<file path="src/rtl/mem_port_arbiter.sv">
// Single-port memory arbiter between instruction fetch and load/store, one transaction in flight.
// Optional fetch starvation guard enabled by defining MEM_ARB_STARVE_GUARD_EN.
module mem_port_arbiter #(
  parameter int unsigned STARVE_LIMIT = 4
) (
  input  logic        clk,
  input  logic        rst_n,
  input  logic        if_req_valid,
  output logic        if_req_ready,
  input  logic [31:0] if_req_addr,
  output logic        if_rsp_valid,
  output logic [31:0] if_rsp_data,
  input  logic        d_req_valid,
  output logic        d_req_ready,
  input  logic [31:0] d_req_addr,
  input  logic        d_req_write,
  input  logic [31:0] d_req_wdata,
  input  logic [3:0]  d_req_wstrb,
  output logic        d_rsp_valid,
  output logic [31:0] d_rsp_rdata,
  output logic        mem_req_valid,
  input  logic        mem_req_ready,
  output logic [31:0] mem_addr,
  output logic        mem_write,
  output logic [31:0] mem_wdata,
  output logic [3:0]  mem_wstrb,
  input  logic        mem_rsp_valid,
  input  logic [31:0] mem_rsp_data,
  output logic        busy
);

  typedef enum logic [1:0] {
    IDLE  = 2'd0,
    ISSUE = 2'd1,
    RESP  = 2'd2
  } state_t;

  localparam logic [3:0] LIMIT = 4'(STARVE_LIMIT);

  state_t      state_q, state_d;
  logic [31:0] addr_q, addr_d;
  logic [31:0] wdata_q, wdata_d;
  logic        write_q, write_d;
  logic [3:0]  wstrb_q, wstrb_d;
  logic        owner_q, owner_d;   // 1 = load/store owns the held transaction
  logic        force_fetch;
  logic        grant_d;
  logic        grant_if;

`ifdef MEM_ARB_STARVE_GUARD_EN
  logic [3:0] starve_cnt_q, starve_cnt_d;

  assign force_fetch = (starve_cnt_q == LIMIT) && if_req_valid;

  always_comb begin
    starve_cnt_d = starve_cnt_q;
    if (grant_d) begin
      if (!if_req_valid) begin
        starve_cnt_d = 4'd0;
      end else if (starve_cnt_q != LIMIT) begin
        starve_cnt_d = starve_cnt_q + 4'd1;
      end
    end else if (grant_if) begin
      starve_cnt_d = 4'd0;
    end
  end

  always_ff @(posedge clk or negedge rst_n) begin
    if (!rst_n) begin
      starve_cnt_q <= 4'd0;
    end else begin
      starve_cnt_q <= starve_cnt_d;
    end
  end
`else
  logic unused_limit;
  assign unused_limit = ^LIMIT;
  assign force_fetch  = 1'b0;
`endif

  // Readies are masked by rst_n so they read 0 while reset is held.
  assign grant_d  = rst_n && (state_q == IDLE) && d_req_valid && !force_fetch;
  assign grant_if = rst_n && (state_q == IDLE) && if_req_valid && !grant_d;

  always_comb begin
    state_d = state_q;
    addr_d  = addr_q;
    wdata_d = wdata_q;
    write_d = write_q;
    wstrb_d = wstrb_q;
    owner_d = owner_q;
    case (state_q)
      IDLE: begin
        if (grant_d) begin
          addr_d  = d_req_addr;
          wdata_d = d_req_wdata;
          write_d = d_req_write;
          wstrb_d = d_req_wstrb;
          owner_d = 1'b1;
          state_d = ISSUE;
        end else if (grant_if) begin
          addr_d  = if_req_addr;
          wdata_d = 32'd0;
          write_d = 1'b0;
          wstrb_d = 4'b0000;
          owner_d = 1'b0;
          state_d = ISSUE;
        end
      end
      ISSUE: begin
        if (mem_req_ready) begin
          state_d = RESP;
        end
      end
      RESP: begin
        if (mem_rsp_valid) begin
          state_d = IDLE;
        end
      end
      default: state_d = IDLE;
    endcase
  end

  always_ff @(posedge clk or negedge rst_n) begin
    if (!rst_n) begin
      state_q <= IDLE;
      addr_q  <= 32'd0;
      wdata_q <= 32'd0;
      write_q <= 1'b0;
      wstrb_q <= 4'b0000;
      owner_q <= 1'b0;
    end else begin
      state_q <= state_d;
      addr_q  <= addr_d;
      wdata_q <= wdata_d;
      write_q <= write_d;
      wstrb_q <= wstrb_d;
      owner_q <= owner_d;
    end
  end

  assign if_req_ready  = grant_if;
  assign d_req_ready   = grant_d;
  assign mem_req_valid = (state_q == ISSUE);
  assign mem_addr      = addr_q;
  assign mem_write     = write_q;
  assign mem_wdata     = wdata_q;
  assign mem_wstrb     = wstrb_q;
  assign busy          = (state_q != IDLE);

  // Responses outside RESP are protocol violations and never reach a requester.
  assign if_rsp_valid  = (state_q == RESP) && mem_rsp_valid && !owner_q;
  assign d_rsp_valid   = (state_q == RESP) && mem_rsp_valid && owner_q;
  assign if_rsp_data   = mem_rsp_data;
  assign d_rsp_rdata   = mem_rsp_data;

endmodule

</file>
<file path="config.mk">
export PLATFORM = sky130hd
export DESIGN_NAME = mem_port_arbiter
export DESIGN_NICKNAME = d
export VERILOG_FILES = /design/src/rtl/mem_port_arbiter.sv
export SDC_FILE = /design/constraint.sdc
export NUM_CORES = 1
export LEC_CHECK = 0
export CORE_MARGIN = 10
export CORE_UTILIZATION = 36
export CTS_BUF_LIST = sky130_fd_sc_hd__clkbuf_4 sky130_fd_sc_hd__clkbuf_8
export DETAILED_ROUTE_END_ITERATION = 8
export PLACE_DENSITY_LB_ADDON = 0.3
export SETUP_SLACK_MARGIN = 0.15
export SYNTH_ARGS = -nofsm -noshare
export SYNTH_HDL_FRONTEND = slang
export SYNTH_SLANG_ARGS = --single-unit
</file>
<file path="constraint.sdc">
create_clock -name clk -period 3 [get_ports clk]
set_input_delay 0.45 -clock clk [delete_from_list [all_inputs] [get_ports clk]]
set_output_delay 0.45 -clock clk [all_outputs]
set_load 0.005 [all_outputs]
</file>
* Word-level counts from Yosys, hierarchy flattened
Index checks and enable logic that the tools add are counted.
** Word-level totals
- Bits in read-only memories :: 0
- Bits in writable memories :: 0
- Memories kept :: 0
- Flip-flop bits (word level) :: 72
- Input bits :: 139
- Bits in latches :: 0
** Operators by class
- Multiply operators :: 0
- Div/mod/pow operators :: 0
- Bitwise gates (word level) :: 0
- Shift-type cells :: 0
- Reduce and logical (&&, ||, !) cells :: 14
- $lt $le $gt $ge :: 0
- Equality and inequality tests :: 5
- Add/subtract/negate cells :: 0
- Multiplexer cells :: 14
** Operators with widths (count)
- 32-bit two-way mux :: 4
- 2-bit two-way mux :: 4
- 4-bit two-way mux :: 2
- 1-bit logical AND :: 7
- 2-bit case mux with 3 select lines :: 1
- 2-bit nonzero test :: 2
- 1-bit two-way mux :: 3
- 3-bit != test (second input constant) :: 1
- 3-bit AND reduction :: 1
- 2-bit by 1-bit == test with 1-bit output (second input constant) :: 1
- 2-bit == test (second input constant) :: 1
- 1-bit zero test :: 2
- 2-bit zero test :: 1
- 2-bit by 1-bit != test with 1-bit output (second input constant) :: 1
- 2-bit != test (second input constant) :: 1
- 2-bit AND reduction :: 1

* Logic depth before layout (Yosys ltp)
Gate-level depths: netlist (run 1).
- Depth in word-level cells :: 8
- Mapped depth :: 6
- Depth with buffers taken out :: 4

* Least setup slack after synthesis (run 1)
Ideal clock, no wire load.
- Path type :: input port to output port
- From :: in d_req_valid
- To :: out if_req_ready
- Slack :: 1.447 ns
- Stages :: 5
- Arrival :: 1.103 ns
- Required time :: 2.550 ns
- Cells stage by stage :: buf_6 -> nor2b_1 -> buf_2 -> buf_2 -> and2_1
** Between the ends
- Longest elaborated chain between the ends :: 3
** RTL lines
- from (decl) :: RTL line 13 : input logic d_req_valid,
- 1-bit logical AND :: RTL line 82 : assign grant_d = rst_n && (state_q == IDLE) && d_req_valid && !force_fetch;
- 1-bit zero test :: RTL line 83 : assign grant_if = rst_n && (state_q == IDLE) && if_req_valid && !grant_d;
- 1-bit logical AND :: RTL line 83
- to (decl) :: RTL line 9 : output logic if_req_ready,
No other way between the ends.

* Worst setup path after layout (run 1)
- From :: reg state_q[0]
- To :: out if_req_ready
** Between the ends
- Longest elaborated chain between the ends :: 5
- Elaborated cells between the ends (all ways) :: 6
** RTL lines
- from (decl) :: RTL line 40 : state_t state_q, state_d;
- from (signal assigned) :: RTL line 133 : state_q <= state_d;
- 2-bit zero test (*) :: RTL line 82, 83
- 1-bit logical AND (*) :: RTL line 82, 83
- 1-bit logical AND :: RTL line 82
- 1-bit zero test :: RTL line 83
- 1-bit logical AND (*) :: RTL line 83
Mark *: on every way between the ends. The rest lies on a longest branch, timed or not.

==> results.toml, run 1 <==
[global_route]
grt_pass1_vias = 3026
grtUsageMet3_pct = 9.99
busiest_layer = "met2"
grt_pass1_wl_um = 17600
grt_max_degree = 74
overflow = 0
grt_use_total_pct = 16.7
met1_usage_pct = 17.1
grt_util_met2_pct = 28.6
antenna_found_initial = 0

[cts]
clockBufferDepth = 2
root_buffer = "clkbuf_8"
cts.repair.resized = 0
cts_tree = "built"
numClockSinks = 72
numCtsBuffers = 9
h-tree-depth = 3
cts_setup_buffers = 0
clock_latency_ps = 340
clk_transition_reported_paths_ps = 90
cts_hold_buf = 0

[timing]
fmax_mhz = 438
fin_crit_ps = 2280
skew_ps = 7.54
maxSlewHeadroom_pct = 38.1
worst_pin_slew_ps = 928
hold_viol = 0
setup_violations = 0
drv_slew = 0
rsz0062_at_grt = "no"
setup_tns_ps = 0
fin_crit_sh_pct = 76.0
setup_slack_ps = 719

[placement]
dp.cells = 508
pre_cts_slack_ps = 693
post-dp-hpwl_um = 9220
place_congestion = 0.750
io_buffers = 181

[final_layout]
area_delta_synth_final_pct = 46.7
final_cell_count_no_fill = 523
nNetsFinal = 529
drive_above_1_share_pct = 9.14
finalCoreUtilization_pct = 54.0
antenna-diode-count = 0

[synth]
syn_avg_cell_area_um2 = 12.3
synth_cells = 277
yosysTopAreaCell = "dfrtp_1"
ys_seq_area_share_pct = 52.9
synth_area_leaders = "dfrtp_1 (53%), buf_4 (15%), o2bb2ai_1 (8.2%), a22o_1 (7.2%), a22oi_1 (7.1%)"
synth_edf_count = 0
ys_ff_latch = 72
yosysWarnings = 0
synth_top_area_share_pct = 52.9
netlist_top_cells_count = "dfrtp_1 (72), buf_4 (66), a22oi_1 (32), o2bb2ai_1 (32), a22o_1 (28)"
synth_cell_types = 23
syn_area_mm2 = 0.00340
syn-num-nets = 416
synthArstFlopShare_pct = 100
yosys.cell_count.top_type = "dfrtp_1"
ys_dominant_reg_cell = "dfrtp_1"

[job]
maxCapViolCount = 0

[setup_path]
critPathMaxFanout = 5
cpMaxStageDelayCell = "clkdlybuf4s50_1"
worstSetupEndpointType = "output pin"
cp_cell_sequence = "nor3b_4 > and2_1 > clkdlybuf4s50_1"
critPathMaxStageDelay_ps = 530
r2r_start = "state_q[0]$_DFFE_PN0P_"
crit_type = "reg2out"
start_kind = "flip-flop"
crit_arrival_ps = 1830
cp.required_ps = 2550
r2r_slack_ps = 1370
crit_start = "state_q[0]$_DFFE_PN0P_"

[routing]
wl_per_cell_um = 23.0
drc_errors = 0
first_pass_iters = 4
viasPerCell = 5.07
vias = 2654
drt_wl_total_um = 12000
drt_iter0_drc = 116
ant_nets = 0

[floorplan]
rows = 35
initial_utilization_pct = 36.8
die_x_um = 117
die_y_um = 117
die_area_mm2 = 0.0137
io_pins = 278
fp.coreArea_mm2 = 0.00924

[run_status]
status = "finished, final reports clean"

[pwr]
ir_worst_vdd_mv = 0.383
powerDensity_mw_per_mm2 = 862
leakage_nw = 2.07
p_total_mw = 4.30

[worst_hold_path]
min_path_type = "in2async"
==> per-layer routing <==
layer	wire, um	part of all wire, %
met4	93	0.77
met2	5980	50
met5	0	0
met1	4120	34
met3	1830	15
==> worst max-delay path: cells and delay by family (launching register included) <==
kind          cells  cell delay [ps]
buf+inv           1              530
flops             1              450
simple gates      2              510
==> metrics by stage <==
stage	area, um^2	hold slack, ps
finish	4990	337
global route	4990	404
CTS	4990	369
detailed placement	4820	478
global placement	4820	472
floorplan	3400	154
==> layout by cell type, fill, tap and decap left out <==
cell type        netlist  layout
buf_12                 0       1
clkinv_2               0       1
a22o_2                 9       9
inv_1                  2       2
nor2_1                 1       1
nor3b_1                1       1
inv_6                  0       1
clkinv_4               0       2
buf_4                 66       7
and2_1                 1       1
and4b_1                1       1
clkdlybuf4s50_1        0     180
a21o_1                 1       1
nand2b_1               2       2
clkbuf_8               0       9
nor2b_2                0       1
a22oi_1               32      32
dfrtp_1               72      72
a22o_1                28      28
clkinvlp_4             0       2
and2_4                 1       1
o21ai_0                2       2
o21ai_4                0       1
nor3b_4                1       1
o2bb2ai_1             32      32
nand2_1                3       3
==> cell families (layout without fill, tap and decap cells) <==
group | after synthesis | after routing | synth area share (%)
flip-flops | 72 | 72 | 52.9
buffers and inverters | 88 | 205 | 18.6
AND/OR/NAND/NOR | 12 | 12 | 2.50
AO/OA/AOI/OAI | 105 | 105 | 25.9
==> flip-flops by register name (all words and copies together), names as in the netlist <==
register and flops:
state_q 2, mem_wdata 32, mem_wstrb 4, mem_write 1
mem_addr 32, owner_q 1
==> cell type report <==
class,count,area (um^2)
flip-flops and latches,72,1800
repair buffers,188,1870
clock buffers,9,124
clock inverters,6,46.3
inverters,2,7.51
multi-input cells,117,977
well taps,129,161
fillers,804,4250
==> path summary, 6_finish.rpt <==
kind                                        endpoint  cells past startpoint
max                                     if_req_ready                      3
min                          mem_addr[2]$_DFFE_PN0P_                      2
max reg2reg                mem_wdata[27]$_DFFE_PN0P_                      4
min reg2reg                 mem_addr[20]$_DFFE_PN0P_                      1
max in group asynchronous   mem_addr[27]$_DFFE_PN0P_                      2
min in group clk            mem_addr[20]$_DFFE_PN0P_                      1
==> report_power, final <==
group          switching, mW  total, mW  internal (mW)
clock                  0.380      0.680          0.300
sequential             0.285       1.71           1.42
combinational          0.663       1.91           1.25
Power figures use the tool's default switching activity.
==> run 2: changes to the inputs <==
--- a/config.mk
+++ b/config.mk
@@ -6,7 +6,7 @@
 export NUM_CORES = 1
 export LEC_CHECK = 0
 export CORE_MARGIN = 10
-export CORE_UTILIZATION = 36
+export CORE_UTILIZATION = 30
 export CTS_BUF_LIST = sky130_fd_sc_hd__clkbuf_4 sky130_fd_sc_hd__clkbuf_8
 export DETAILED_ROUTE_END_ITERATION = 8
 export PLACE_DENSITY_LB_ADDON = 0.3
==> constraint.sdc (replaced) <==
create_clock -name clk -period 1.86 [get_ports clk]
set_input_delay 0.279 -clock clk [delete_from_list [all_inputs] [get_ports clk]]
set_output_delay 0.279 -clock clk [all_outputs]
set_load 0.005 [all_outputs]
==> results.toml, run 2 (synthesis gave the netlist of run 1 again) <==
[run_status]
status = "finished, final reports clean"

[pwr]
internal_power_mw = 5.12
combinationalPowerShare_pct = 43.9
seqPwrFrac_pct = 37.9
swShare_pct = 29.2
powerDensity_mw_per_mm2 = 1410
power_frac_clock_pct = 18.2
ir_worst_vdd_mv = 0.615
leakage_nw = 2.16
p_switching_mw = 2.12

[setup_path]
cpMaxStageDelayCell = "dfrtp_1"
crit_start = "state_q[1]$_DFFE_PN0P_"
r2r_slack_ps = 180
cp.required_ps = 1580
crit_arrival_ps = 1460
path_delay_family = "flip-flops"
crit_type = "reg2out"
critPathMaxStageDelay_ps = 390
crit_top_cell = "buf_6"
crit_buf_inv = 3
reg2regPathDepth = 6
critPathMaxFanout = 3
start_kind = "flip-flop"
timing.rr.end = "mem_wdata[15]$_DFFE_PN0P_"
worstSetupEndpointType = "output pin"
cp_cell_sequence = "buf_6 > nor3b_4 > buf_6 > and2_4 > buf_6"
r2r_start = "state_q[1]$_DFFE_PN0P_"

[final_layout]
antenna-diode-count = 0
drive_above_1_share_pct = 12.4
final_cell_count_no_fill = 544
regArea_mm2 = 0.00180
nNetsFinal = 538
area_delta_synth_final_pct = 50.8
final_cell_mix = "clkdlybuf4s50_1 (174), dfrtp_1 (72), a22oi_1 (32), o2bb2ai_1 (32), a22o_1 (28)"
nFillCells = 1031
multi_input_area_um2 = 985
final_common_cell = "clkdlybuf4s50_1"

[timing]
rsz0062_at_grt = "yes"
drv_slew = 0
fin_crit_ps = 1730
setup_violations = 0
maxSlewHeadroom_pct = 39.0
skew_ps = 6.39
worst_pin_slew_ps = 914
hold_viol = 0
setup_slack_ps = 125
fmax_mhz = 577
fin_crit_sh_pct = 93.3

[floorplan]
fp.coreArea_mm2 = 0.0110
die_x_um = 127
initial_utilization_pct = 31.0
die_y_um = 127
io_pins = 278
rows = 38
die_area_mm2 = 0.0160

[routing]
wl_per_cell_um = 22.6
vias = 2681
highest_layer = "met4"
drc_errors = 0
first_pass_iters = 4
ant_nets = 0
m1WireLength_um = 4640
drt_iter0_drc = 103
dr_wl_met2_um = 5900
drt_wl_total_um = 12300
met3_length_um = 1630
viasPerCell = 4.93

[cts]
numCtsBuffers = 9
clockBufferDepth = 2
clock_latency_ps = 340
cts_hold_buf = 0
numClockSinks = 72
cts_tree = "built"
clk_transition_reported_paths_ps = 80
root_buffer = "clkbuf_8"
h-tree-depth = 3

[worst_hold_path]
min_path_type = "in2async"

[placement]
dp.cells = 521
place_congestion = 0.787
io_buffers = 181
post-dp-hpwl_um = 9310
pre_cts_slack_ps = -21.5

[global_route]
grt_use_total_pct = 14.5
overflow = 0
grt_pass1_wl_um = 18300
antenna_found_initial = 0
grt_pass1_vias = 2980
grt_max_degree = 73

[job]
maxCapViolCount = 0
[run 2: cell count changes in the layout (fill, tap and decap cells not counted), moves of 2 or more]
cell,before,now
buf_4,7,13
clkdlybuf4s50_1,180,174
buf_6,0,5
dlygate4sd2_1,0,4
clkbuf_4,0,3
clkbuf_8,9,11
clkinv_4,2,0
[run 2: worst register-to-register path, cell delays in order (launching register included)]
cell     delay, ps
dfrtp_1        390
buf_6          120
nor3b_4        210
buf_6          130
and2_4         160
buf_4          370
a22o_1         220
[run 2: area by class of cell]
class / count / share of cell area [%]
flip-flops and latches: 72 / 35.1
clock buffers: 14 / 3.39
repair buffers: 197 / 38.0
inverters: 2 / 0.146
multi-input cells: 117 / 19.2
clock inverters: 2 / 0.732
well taps: 140 / 3.41
[run 2: routing by layer]
| layer | track usage [%] | up-vias |
|---|---|---|
| li1 | - | 1212 |
| met1 | 15.6 | 1272 |
| met2 | 23.6 | 184 |
| met3 | 8.37 | 13 |
| met4 | 4.29 | 0 |
| met5 | 0.929 | - |
[run 2: how the worst max path moves through the flow]
| stage | endpoint | slack, ps | depth (start not counted) |
|---|---|---|---|
| after floorplan | mem_wdata[0]$_DFFE_PN0P_ | 580 | 4 |
| after global placement | if_req_ready | -7 | 4 |
| after detailed placement | if_req_ready | -20 | 4 |
| after CTS | d_req_ready | 110 | 5 |
| after global routing | d_req_ready | 50 | 5 |
| final | d_req_ready | 130 | 5 |
[run 2: repair_timing]
item	CTS	global route
setup buffers	6	1
endpoints found under the setup margin	6	40
gates resized for setup	17	2
pin swaps	3	0
[run 2: power by group through the flow]
stage | Combinational, mW | Sequential (mW) | Clock, mW
after floorplan | 1.10 | 2.77 | 0
after global placement | 3.12 | 2.75 | 0
after detailed placement | 3.14 | 2.75 | 0
after CTS | 3.23 | 2.75 | 1.36
after global routing | 3.42 | 2.84 | 1.43
final | 3.18 | 2.74 | 1.32
[run 2: through the flow]
| stage | setup TNS [ps] | power [mW] | cell area [um^2] | hold slack, ps | utilization [%] |
|---|---|---|---|---|---|
| finish | 0 | 7.24 | 5130 | 157 | 46.7 |
| CTS | 0 | 7.35 | 5110 | 209 | 46.6 |
| global placement | -7.12 | 5.87 | 4850 | 473 | 44.2 |
| floorplan | 0 | 3.87 | 3400 | -16.6 | - |
| detailed placement | -21.5 | 5.89 | 4850 | 475 | 44.2 |
| global route | 0 | 7.69 | 5130 | 257 | 46.7 |
==> run 3: changes to the inputs <==
--- a/config.mk
+++ b/config.mk
@@ -9,6 +9,7 @@
 export CORE_UTILIZATION = 30
 export CTS_BUF_LIST = sky130_fd_sc_hd__clkbuf_4 sky130_fd_sc_hd__clkbuf_8
 export DETAILED_ROUTE_END_ITERATION = 8
+export GPL_ROUTABILITY_DRIVEN = 0
 export PLACE_DENSITY_LB_ADDON = 0.3
 export SETUP_SLACK_MARGIN = 0.15
 export SYNTH_ARGS = -nofsm -noshare
==> results of run 3 <==
Same layout as run 2: the final DEF is identical, and so are final timing and power.
